**config.mk**
```make
export PLATFORM = sky130hd
export DESIGN_NAME = evt_snapshot_reg_flat
export DESIGN_NICKNAME = d
export VERILOG_FILES = /design/src/rtl/evt_snapshot_reg_if.sv /design/src/rtl/evt_snapshot_reg.sv /design/src/flat_wrapper.sv
export SDC_FILE = /design/constraint.sdc
export NUM_CORES = 1
export LEC_CHECK = 0
export CAP_MARGIN = 20
export CORE_MARGIN = 5
export CORE_UTILIZATION = 57
export DETAILED_ROUTE_END_ITERATION = 12
export PLACE_DENSITY = 0.84
export REMOVE_ABC_BUFFERS = 1
export SYNTH_ARGS = -nofsm -noshare
export SYNTH_HDL_FRONTEND = slang
export SYNTH_SLANG_ARGS = --single-unit
```
**constraint.sdc**
```tcl
create_clock -name user_clk -period 4.9 [get_ports user_clk]
set_clock_uncertainty 0.05 [all_clocks]
set_input_delay 0.98 -clock user_clk [delete_from_list [all_inputs] [get_ports user_clk]]
set_output_delay 0.98 -clock user_clk [all_outputs]
set_load 0.005 [all_outputs]
```
**src/rtl/evt_snapshot_reg_if.sv**
```systemverilog
// Purpose: bundles the run control, event and snapshot signals of evt_snapshot_reg.
// Latency: none, this is wiring only.
// Backpressure: none; the snapshot word is a level and the strobe is a one-cycle pulse.
// Ports (master = controller/reader, slave = evt_snapshot_reg):
//   en, evt_in, snap_req, period_cfg : master -> slave
//   user_data_out, snap_strobe       : slave  -> master
interface evt_snapshot_reg_if #(
    parameter int PERIOD_W = 24
);
    logic                en;
    logic                evt_in;
    logic [PERIOD_W-1:0] period_cfg;
    logic                snap_req;
    logic [31:0]         user_data_out;
    logic                snap_strobe;

    modport master (
        output en, evt_in, period_cfg, snap_req,
        input  user_data_out, snap_strobe
    );

    modport slave (
        input  en, evt_in, period_cfg, snap_req,
        output user_data_out, snap_strobe
    );
endinterface

```
**src/rtl/evt_snapshot_reg.sv**
```systemverilog
// Purpose: counts evt_in per interval of period_cfg+1 cycles and publishes {seq, sat, count} as a coherent word.
// Latency: an event in the closing cycle N is visible in user_data_out with snap_strobe high in cycle N+1.
// Backpressure: none; the reader must sample the word, which stays stable until the next snapshot.
// Ports:
//   user_clk, user_rst : clock and synchronous active-high reset
//   bus (slave)        : en, evt_in, period_cfg, snap_req in; user_data_out, snap_strobe out
module evt_snapshot_reg #(
    parameter int CNT_W    = 27,
    parameter int PERIOD_W = 24
) (
    input  logic               user_clk,
    input  logic               user_rst,
    evt_snapshot_reg_if.slave  bus
);

    typedef enum logic {S_IDLE, S_RUN} state_t;

    localparam logic [CNT_W-1:0] ACC_MAX = '1;

    state_t              r_state;
    logic [PERIOD_W-1:0] r_pcnt;
    logic [CNT_W-1:0]    r_acc;
    logic                r_sat;
    logic [3:0]          r_seq;
    logic [31:0]         r_dout;
    logic                r_strobe;

    logic                w_acc_full;
    logic [CNT_W-1:0]    w_acc_next;
    logic                w_sat_next;
    logic                w_snap;
    logic [3:0]          w_seq_next;
    logic [26:0]         w_cnt27;

    // The accumulator sticks at its maximum; an event arriving while full
    // is recorded only through the saturation flag.
    assign w_acc_full = (r_acc == ACC_MAX);
    assign w_acc_next = (bus.evt_in && !w_acc_full) ? r_acc + CNT_W'(1) : r_acc;
    assign w_sat_next = r_sat | (bus.evt_in & w_acc_full);

    // Exact equality: if period_cfg drops below the running counter, the
    // counter free-runs through its wrap before it can match again.
    assign w_snap     = (r_pcnt == bus.period_cfg) | bus.snap_req;
    assign w_seq_next = r_seq + 4'd1;
    assign w_cnt27    = 27'(w_acc_next);

    always_ff @(posedge user_clk) begin
        if (user_rst) begin
            r_state  <= S_IDLE;
            r_pcnt   <= '0;
            r_acc    <= '0;
            r_sat    <= 1'b0;
            r_seq    <= 4'd0;
            r_dout   <= 32'd0;
            r_strobe <= 1'b0;
        end else begin
            case (r_state)
                S_IDLE: begin
                    r_pcnt   <= '0;
                    r_acc    <= '0;
                    r_sat    <= 1'b0;
                    r_strobe <= 1'b0;
                    if (bus.en) begin
                        r_state <= S_RUN;
                    end
                end
                S_RUN: begin
                    if (!bus.en) begin
                        // Partial interval is dropped, published word untouched.
                        r_state  <= S_IDLE;
                        r_pcnt   <= '0;
                        r_acc    <= '0;
                        r_sat    <= 1'b0;
                        r_strobe <= 1'b0;
                    end else if (w_snap) begin
                        r_dout   <= {w_seq_next, w_sat_next, w_cnt27};
                        r_seq    <= w_seq_next;
                        r_pcnt   <= '0;
                        r_acc    <= '0;
                        r_sat    <= 1'b0;
                        r_strobe <= 1'b1;
                    end else begin
                        r_pcnt   <= r_pcnt + PERIOD_W'(1);
                        r_acc    <= w_acc_next;
                        r_sat    <= w_sat_next;
                        r_strobe <= 1'b0;
                    end
                end
                default: begin
                    r_state  <= S_IDLE;
                    r_strobe <= 1'b0;
                end
            endcase
        end
    end

    assign bus.user_data_out = r_dout;
    assign bus.snap_strobe   = r_strobe;

endmodule

```
**src/flat_wrapper.sv**
```systemverilog
// flat-port wrapper written by rule: the top's interface ports become plain ports
module evt_snapshot_reg_flat 
#(
    parameter int CNT_W    = 27,
    parameter int PERIOD_W = 24
)
  (user_clk, user_rst, bus_en, bus_evt_in, bus_period_cfg, bus_snap_req, bus_user_data_out, bus_snap_strobe);
  evt_snapshot_reg_if #(.PERIOD_W(PERIOD_W)) bus_i ();
  input  logic user_clk;
  input  logic user_rst;
  input wire logic [$bits(bus_i.en)-1:0] bus_en;
  input wire logic [$bits(bus_i.evt_in)-1:0] bus_evt_in;
  input wire logic [$bits(bus_i.period_cfg)-1:0] bus_period_cfg;
  input wire logic [$bits(bus_i.snap_req)-1:0] bus_snap_req;
  output wire logic [$bits(bus_i.user_data_out)-1:0] bus_user_data_out;
  output wire logic [$bits(bus_i.snap_strobe)-1:0] bus_snap_strobe;
  assign bus_i.en = bus_en;
  assign bus_i.evt_in = bus_evt_in;
  assign bus_i.period_cfg = bus_period_cfg;
  assign bus_i.snap_req = bus_snap_req;
  assign bus_user_data_out = bus_i.user_data_out;
  assign bus_snap_strobe = bus_i.snap_strobe;
  evt_snapshot_reg #(.CNT_W(CNT_W), .PERIOD_W(PERIOD_W)) u_core (.user_clk(user_clk), .user_rst(user_rst), .bus(bus_i));
endmodule
```
==> run_results.csv, run 1 <==
group,metric,value,unit
synthesis,yosysTopAreaCellShare,45.55,%
power_and_ir_drop,p_sw,271.8,µW
place,placed_area,4452,µm²
floorplan,die_h,91.44,µm
power_and_ir_drop,pwr_density_cell,283.7,nW/µm²
routing,vias,3035,
power_and_ir_drop,intPower,1053,µW
grt,grt_start_max_net_pins,61,
synthesis,syn_area,3780,µm²
synthesis,synth.most_common_cell,"nor2_1",
place,dp_hpwl,5707,µm
cells_and_area,n_antenna_cell,0,
timing,fmax,316.0,MHz
min_path,hp-start,"u_core.r_pcnt[0]$_SDFF_PP0_",
timing,drv_slew,0,
timing,setup_viol,0,
floorplan,start_util,59.19,%
clock_tree,clockBufferDepth,2,
power_and_ir_drop,switching_share,20.52,%
routing,dr.pass1.iters,4,
place,gp_congestion,0.9264,
clock_tree,clkTransAtPathRegs,80,ps
cells_and_area,seqCellArea,1722,µm²
grt,grt_pass1_vias,3021,
grt,antenna_found_initial,0,
cells_and_area,drive_gt1_share,6.303,%
synthesis,synthCells,415,
grt,grt.overflow.total,0,
floorplan,fp.coreArea,6386,µm²
synthesis,synth_area_leader_cell,"dfxtp_1",
floorplan,num_rows,29,
timing,period_share,64.58,%
power_and_ir_drop,leakagePower,0.001620,µW
synthesis,synth-seq-area-share,45.55,%
setup_path,cp_cell_sequence,"clkdlybuf4s50_1 -> and3_1 -> or4b_4 -> nor2_1 -> nand4_1 -> xor2_1 -> a211oi_1",
routing,drc,0,
clock_tree,clkSinkCount,86,
synthesis,yosys_most_used_dff,"dfxtp_1",
power_and_ir_drop,total_power,1325,µW
cells_and_area,final_util,73.10,%
synthesis,synthTopCellsByCount,"nor2_1, dfxtp_1, xor2_1",
clock_tree,ctsResizeCount,0,
timing,tightest_slew,732.4,ps
routing,finalWirelength,7933,µm
setup_path,reg2reg_depth,7,
power_and_ir_drop,pwr-share-seq,53.6,%
synthesis,syn_avg_cell_area,9.108,µm²
floorplan,ios,62,
synthesis,yosysWarnings,0,
min_path,holdPathStages,1,
power_and_ir_drop,clkPwrFrac,40.7,%
synthesis,yosysUniqueCellTypes,38,
clock_tree,postCtsHoldBufs,0,
outcome,status,"completed",
grt,grt_pass1_wl,13680,µm
timing,finalSetupTns,0,ps
timing,finalHoldViolCount,0,
cells_and_area,filler_cell_count,472,
setup_path,crit_slowest_cell,"clkdlybuf4s50_1",
routing,wl_per_cell,14.35,µm
cells_and_area,multiInputGateArea,1978,µm²
setup_path,crit_path_start_kind,"primary input",
timing,period_minus_slack,3164,ps
power_and_ir_drop,pwr-share-comb,5.7,%
timing,worst_hold_slack,424.3,ps
grt,track_usage,19.66,%
routing,viasPerCell,5.488,
clock_tree,clock_latency,340,ps
floorplan,dieArea,8360,µm²
place,io_buffers,61,
synthesis,synthArstFlopShare,0,%
setup_path,cp-startpoint,"bus_evt_in",
synthesis,synth.area.top_cells,"dfxtp_1, xor2_1, nor2_1",
cells_and_area,final_area,4668,µm²
clock_tree,cts_max_level,3,
min_path,hold_path.class,"reg2reg",
synthesis,ys_ff_latch,86,
setup_path,slowest_delay,700,ps
clock_tree,cts_made_buffers,9,
timing,slew_headroom,50.99,%
routing,drtIter0Drc,141,
setup_path,rr_startpoint,"u_core.r_pcnt[2]$_SDFF_PP0_",
floorplan,dieWidth,91.44,µm
cells_and_area,synthToLayoutAreaGrowth,23.50,%
cells_and_area,nNetsFinal,503,
setup_path,arrival,3320,ps
setup_path,endpoint_kind,"flip-flop",
clock_tree,cts_root_buf,"clkbuf_8",
job,drv_cap,0,
setup_path,worstPathMaxFanout,10,
synthesis,synth_edf_count,0,
setup_path,cp.required,5050,ps
setup_path,worstSetupPathType,"in2reg",
power_and_ir_drop,ir_worst_vdd,255.9,µV
clock_tree,cts_setup_buffers,0,
timing,rsz0062_at_grt,"no",
routing,final_antenna_net_count,0,
clock_tree,cts_tree,"yes",
-- cells in the final DEF, fill, tap and decap left out, drive strengths merged, types with 10 or more instances in the layout --
cell type	instances
a211oi	25
nand3	19
clkdlybuf4s50	61
nor2	89
dfxtp	86
xor2	54
clkbuf	13
nand2	21
nor4	10
xnor2	15
nand4	18
-- metal layers --
layer  track usage [%]  routed length [µm]  part of all wire [%]
met1             22.71                3405                    43
met2             34.67                3931                    50
met3             5.455                 418                   5.3
met4             6.724                 177                   2.2
met5                 0                   0                     0
-- power by group through the flow --
stage / clock network (µW) / logic (µW) / registers [µW]
after CTS: 541 / 75.9 / 711
after detailed placement: 0 / 75.6 / 727
final: 539 / 75.0 / 710
after global placement: 0 / 73.8 / 727
after global routing: 574 / 82.1 / 711
after floorplan: 0 / 24.0 / 727
-- path summary, 6_finish.rpt --
check / to / slack, ps
max: u_core.bus.user_data_out[16]$_SDFFE_PP0P_ / 1740
min reg2reg: u_core.r_pcnt[0]$_SDFF_PP0_ / 420
max reg2reg: u_core.bus.user_data_out[21]$_SDFFE_PP0P_ / 2410
min: u_core.r_pcnt[0]$_SDFF_PP0_ / 420
-- cell type report --
cell class | count | area share, %
inverter | 4 | 0.3216
timing repair buffer | 65 | 13.72
clock buffer | 13 | 3.189
clock inverter | 3 | 1.447
sequential | 86 | 36.88
multi-input combinational | 305 | 42.37
tap | 77 | 2.064
-- cells by family after synthesis --
logic type	Yosys count	share of synthesized area, %
adders and majority gates	3	0.9932
xor gates and xnor gates	69	15.99
AOI/OAI and AO/OA	42	8.905
buffers and inverters	24	2.648
muxes	5	1.324
and+or+nand+nor	186	24.60
DFF	86	45.55
-- through the flow --
| step | cells | worst slack, ps |
|---|---|---|
| CTS | 553 | 1733 |
| floorplan | 395 | 578.6 |
| global placement | 537 | 1479 |
| finish | 553 | 1736 |
| detailed placement | 537 | 1440 |
| global route | 553 | 1595 |
-- registers in the layout, indices dropped and copies added (netlist names) --
signal / cells
u_core.r_sat: 1
u_core.r_state: 1
u_core.bus.user_data_out: 32
u_core.r_acc: 27
u_core.r_pcnt: 24
u_core.bus.snap_strobe: 1
-- worst max-delay path: cells and delay by family --
family                    cells  cell delay, ps
xor gates and xnor gates      1             250
AOI/OAI and AO/OA             1             100
buffers and inverters         1             700
and+or+nand+nor               4            1280
Power figures use the tool's default switching activity.
==> inputs of run 2 (changes only) <==
CORE_UTILIZATION = 48   (was 57)
PLACE_DENSITY = 0.76   (was 0.84)
clock period = 2.55 ns   (was 4.9 ns; I/O delays follow)
==> run_results.csv, run 2 (synthesized netlist as in run 1, its figures left out) <==
group,metric,value,unit
routing,dr.pass1.iters,5,
cells_and_area,largest_register_ffs,32,
timing,tightest_slew,457.9,ps
timing,drv_slew,0,
routing,met1_length,3417,µm
grt,grt_pass1_wl,13570,µm
setup_path,r2r_setup_slack,370,ps
setup_path,rr_startpoint,"u_core.r_pcnt[2]$_SDFF_PP0_",
grt,grt_start_max_net_pins,56,
place,dp_hpwl,5890,µm
cells_and_area,synthToLayoutAreaGrowth,28.40,%
grt,grt_pass1_vias,2984,
setup_path,cp_num_buf_inv,2,
floorplan,fp.coreArea,7687,µm²
setup_path,r2r-end,"u_core.bus.user_data_out[30]$_SDFFE_PP0P_",
clock_tree,cts_tree,"yes",
power_and_ir_drop,ir_worst_vdd,253.6,µV
grt,grt.overflow.total,0,
routing,drtIter0Drc,111,
routing,vias,3038,
setup_path,worstPathMaxFanout,55,
clock_tree,clockBufferDepth,2,
floorplan,die_h,98.74,µm
cells_and_area,nNetsFinal,519,
power_and_ir_drop,leakagePower,0.001717,µW
timing,finalSetupTns,0,ps
grt,antenna_found_initial,0,
timing,worst_hold_slack,429.1,ps
routing,met3_length,368,µm
setup_path,reg2reg_depth,7,
routing,viasPerCell,5.132,
routing,finalWirelength,7778,µm
clock_tree,clkSinkCount,86,
floorplan,dieWidth,98.74,µm
grt,track_usage,16.88,%
cells_and_area,drive_gt1_share,9.388,%
min_path,hold_path.class,"reg2reg",
min_path,holdPathStages,1,
job,drv_cap,0,
routing,final_antenna_net_count,0,
clock_tree,cts_max_level,3,
timing,fmax,433.4,MHz
cells_and_area,final_common_cell,"nor2_1",
timing,setup_viol,0,
clock_tree,cts_made_buffers,9,
power_and_ir_drop,pwr_density_cell,538.8,nW/µm²
min_path,hp-start,"u_core.r_pcnt[0]$_SDFF_PP0_",
timing,slew_headroom,69.25,%
power_and_ir_drop,total_power,2615,µW
timing,rsz0062_at_grt,"no",
setup_path,worstSetupPathType,"in2reg",
setup_path,crit_path_start_kind,"primary input",
clock_tree,ctsResizeCount,0,
cells_and_area,n_antenna_cell,0,
clock_tree,cts_root_buf,"clkbuf_8",
min_path,hold_end,"u_core.r_pcnt[0]$_SDFF_PP0_",
routing,drc,0,
place,gp_congestion,0.8731,
setup_path,cp_cell_sequence,"clkdlybuf4s50_1 -> xor2_1 -> nor4_1 -> nand2_1 -> o31ai_4 -> buf_12 -> a21oi_1 -> a31o_1",
timing,finalHoldViolCount,0,
timing,period_share,90.49,%
place,io_buffers,61,
setup_path,cp.required,2740,ps
floorplan,ios,62,
clock_tree,cts_setup_buffers,0,
setup_path,slowest_delay,430,ps
floorplan,start_util,49.17,%
floorplan,num_rows,32,
setup_path,critPathTopFamily,"buffers and inverters",
clock_tree,postCtsHoldBufs,0,
outcome,status,"completed",
timing,period_minus_slack,2307,ps
setup_path,endpoint_kind,"flip-flop",
cells_and_area,layout_common_cells,"nor2_1, dfxtp_1, clkdlybuf4s50_1",
clock_tree,clock_latency,350,ps
clock_tree,clkTransAtPathRegs,80,ps
routing,wl_per_cell,13.14,µm
routing,routed.top_layer,"met4",
setup_path,crit_slowest_cell,"clkdlybuf4s50_1",
setup_path,arrival,2500,ps
routing,wl_met2,3816,µm
floorplan,dieArea,9750,µm²
run 2: worst max-delay path by stage:
stage / startpoint / to / slack [ps] / cells past startpoint
final: bus_period_cfg[15] / u_core.bus.user_data_out[30]$_SDFFE_PP0P_ / 240 / 8
after global routing: bus_period_cfg[10] / u_core.bus.user_data_out[11]$_SDFFE_PP0P_ / 70 / 8
after CTS: bus_period_cfg[2] / u_core.bus.user_data_out[30]$_SDFFE_PP0P_ / 180 / 8
after detailed placement: bus_period_cfg[2] / u_core.bus.user_data_out[30]$_SDFFE_PP0P_ / -170 / 8
after global placement: bus_period_cfg[2] / u_core.bus.user_data_out[30]$_SDFFE_PP0P_ / -110 / 8
after floorplan: bus_period_cfg[10] / u_core.bus.user_data_out[30]$_SDFFE_PP0P_ / -1300 / 6
run 2: where the power goes:
group          internal, µW  switching [µW]  total, µW
combinational          91.1            58.8        150
clock                   641             460       1100
sequential             1360            8.04       1370
total                  2090             526       2620
run 2: cell type report:
class / instances / area, µm²
sequential: 86 / 1722
inverter: 4 / 15.01
timing repair buffer: 81 / 785.8
fill: 655 / 2834
clock buffer: 10 / 127.6
clock inverter: 4 / 97.59
multi-input combinational: 305 / 1978
tap: 102 / 127.6
run 2: routing by layer:
metal / vias up / global-route usage [%]
met4: 0 / 7.668
met3: 14 / 3.751
li1: 1567 / -
met2: 64 / 28.56
met5: - / 0
met1: 1393 / 20.40
run 2: stage by stage:
step	cells	instance area [µm²]	worst slack (ps)	util, %
global placement	577	4621	-114.0	60.11
detailed placement	577	4621	-172.2	60.11
global route	592	4853	65.23	63.13
floorplan	395	3695	-1301	-
CTS	591	4846	182.3	63.04
finish	592	4853	242.6	63.13
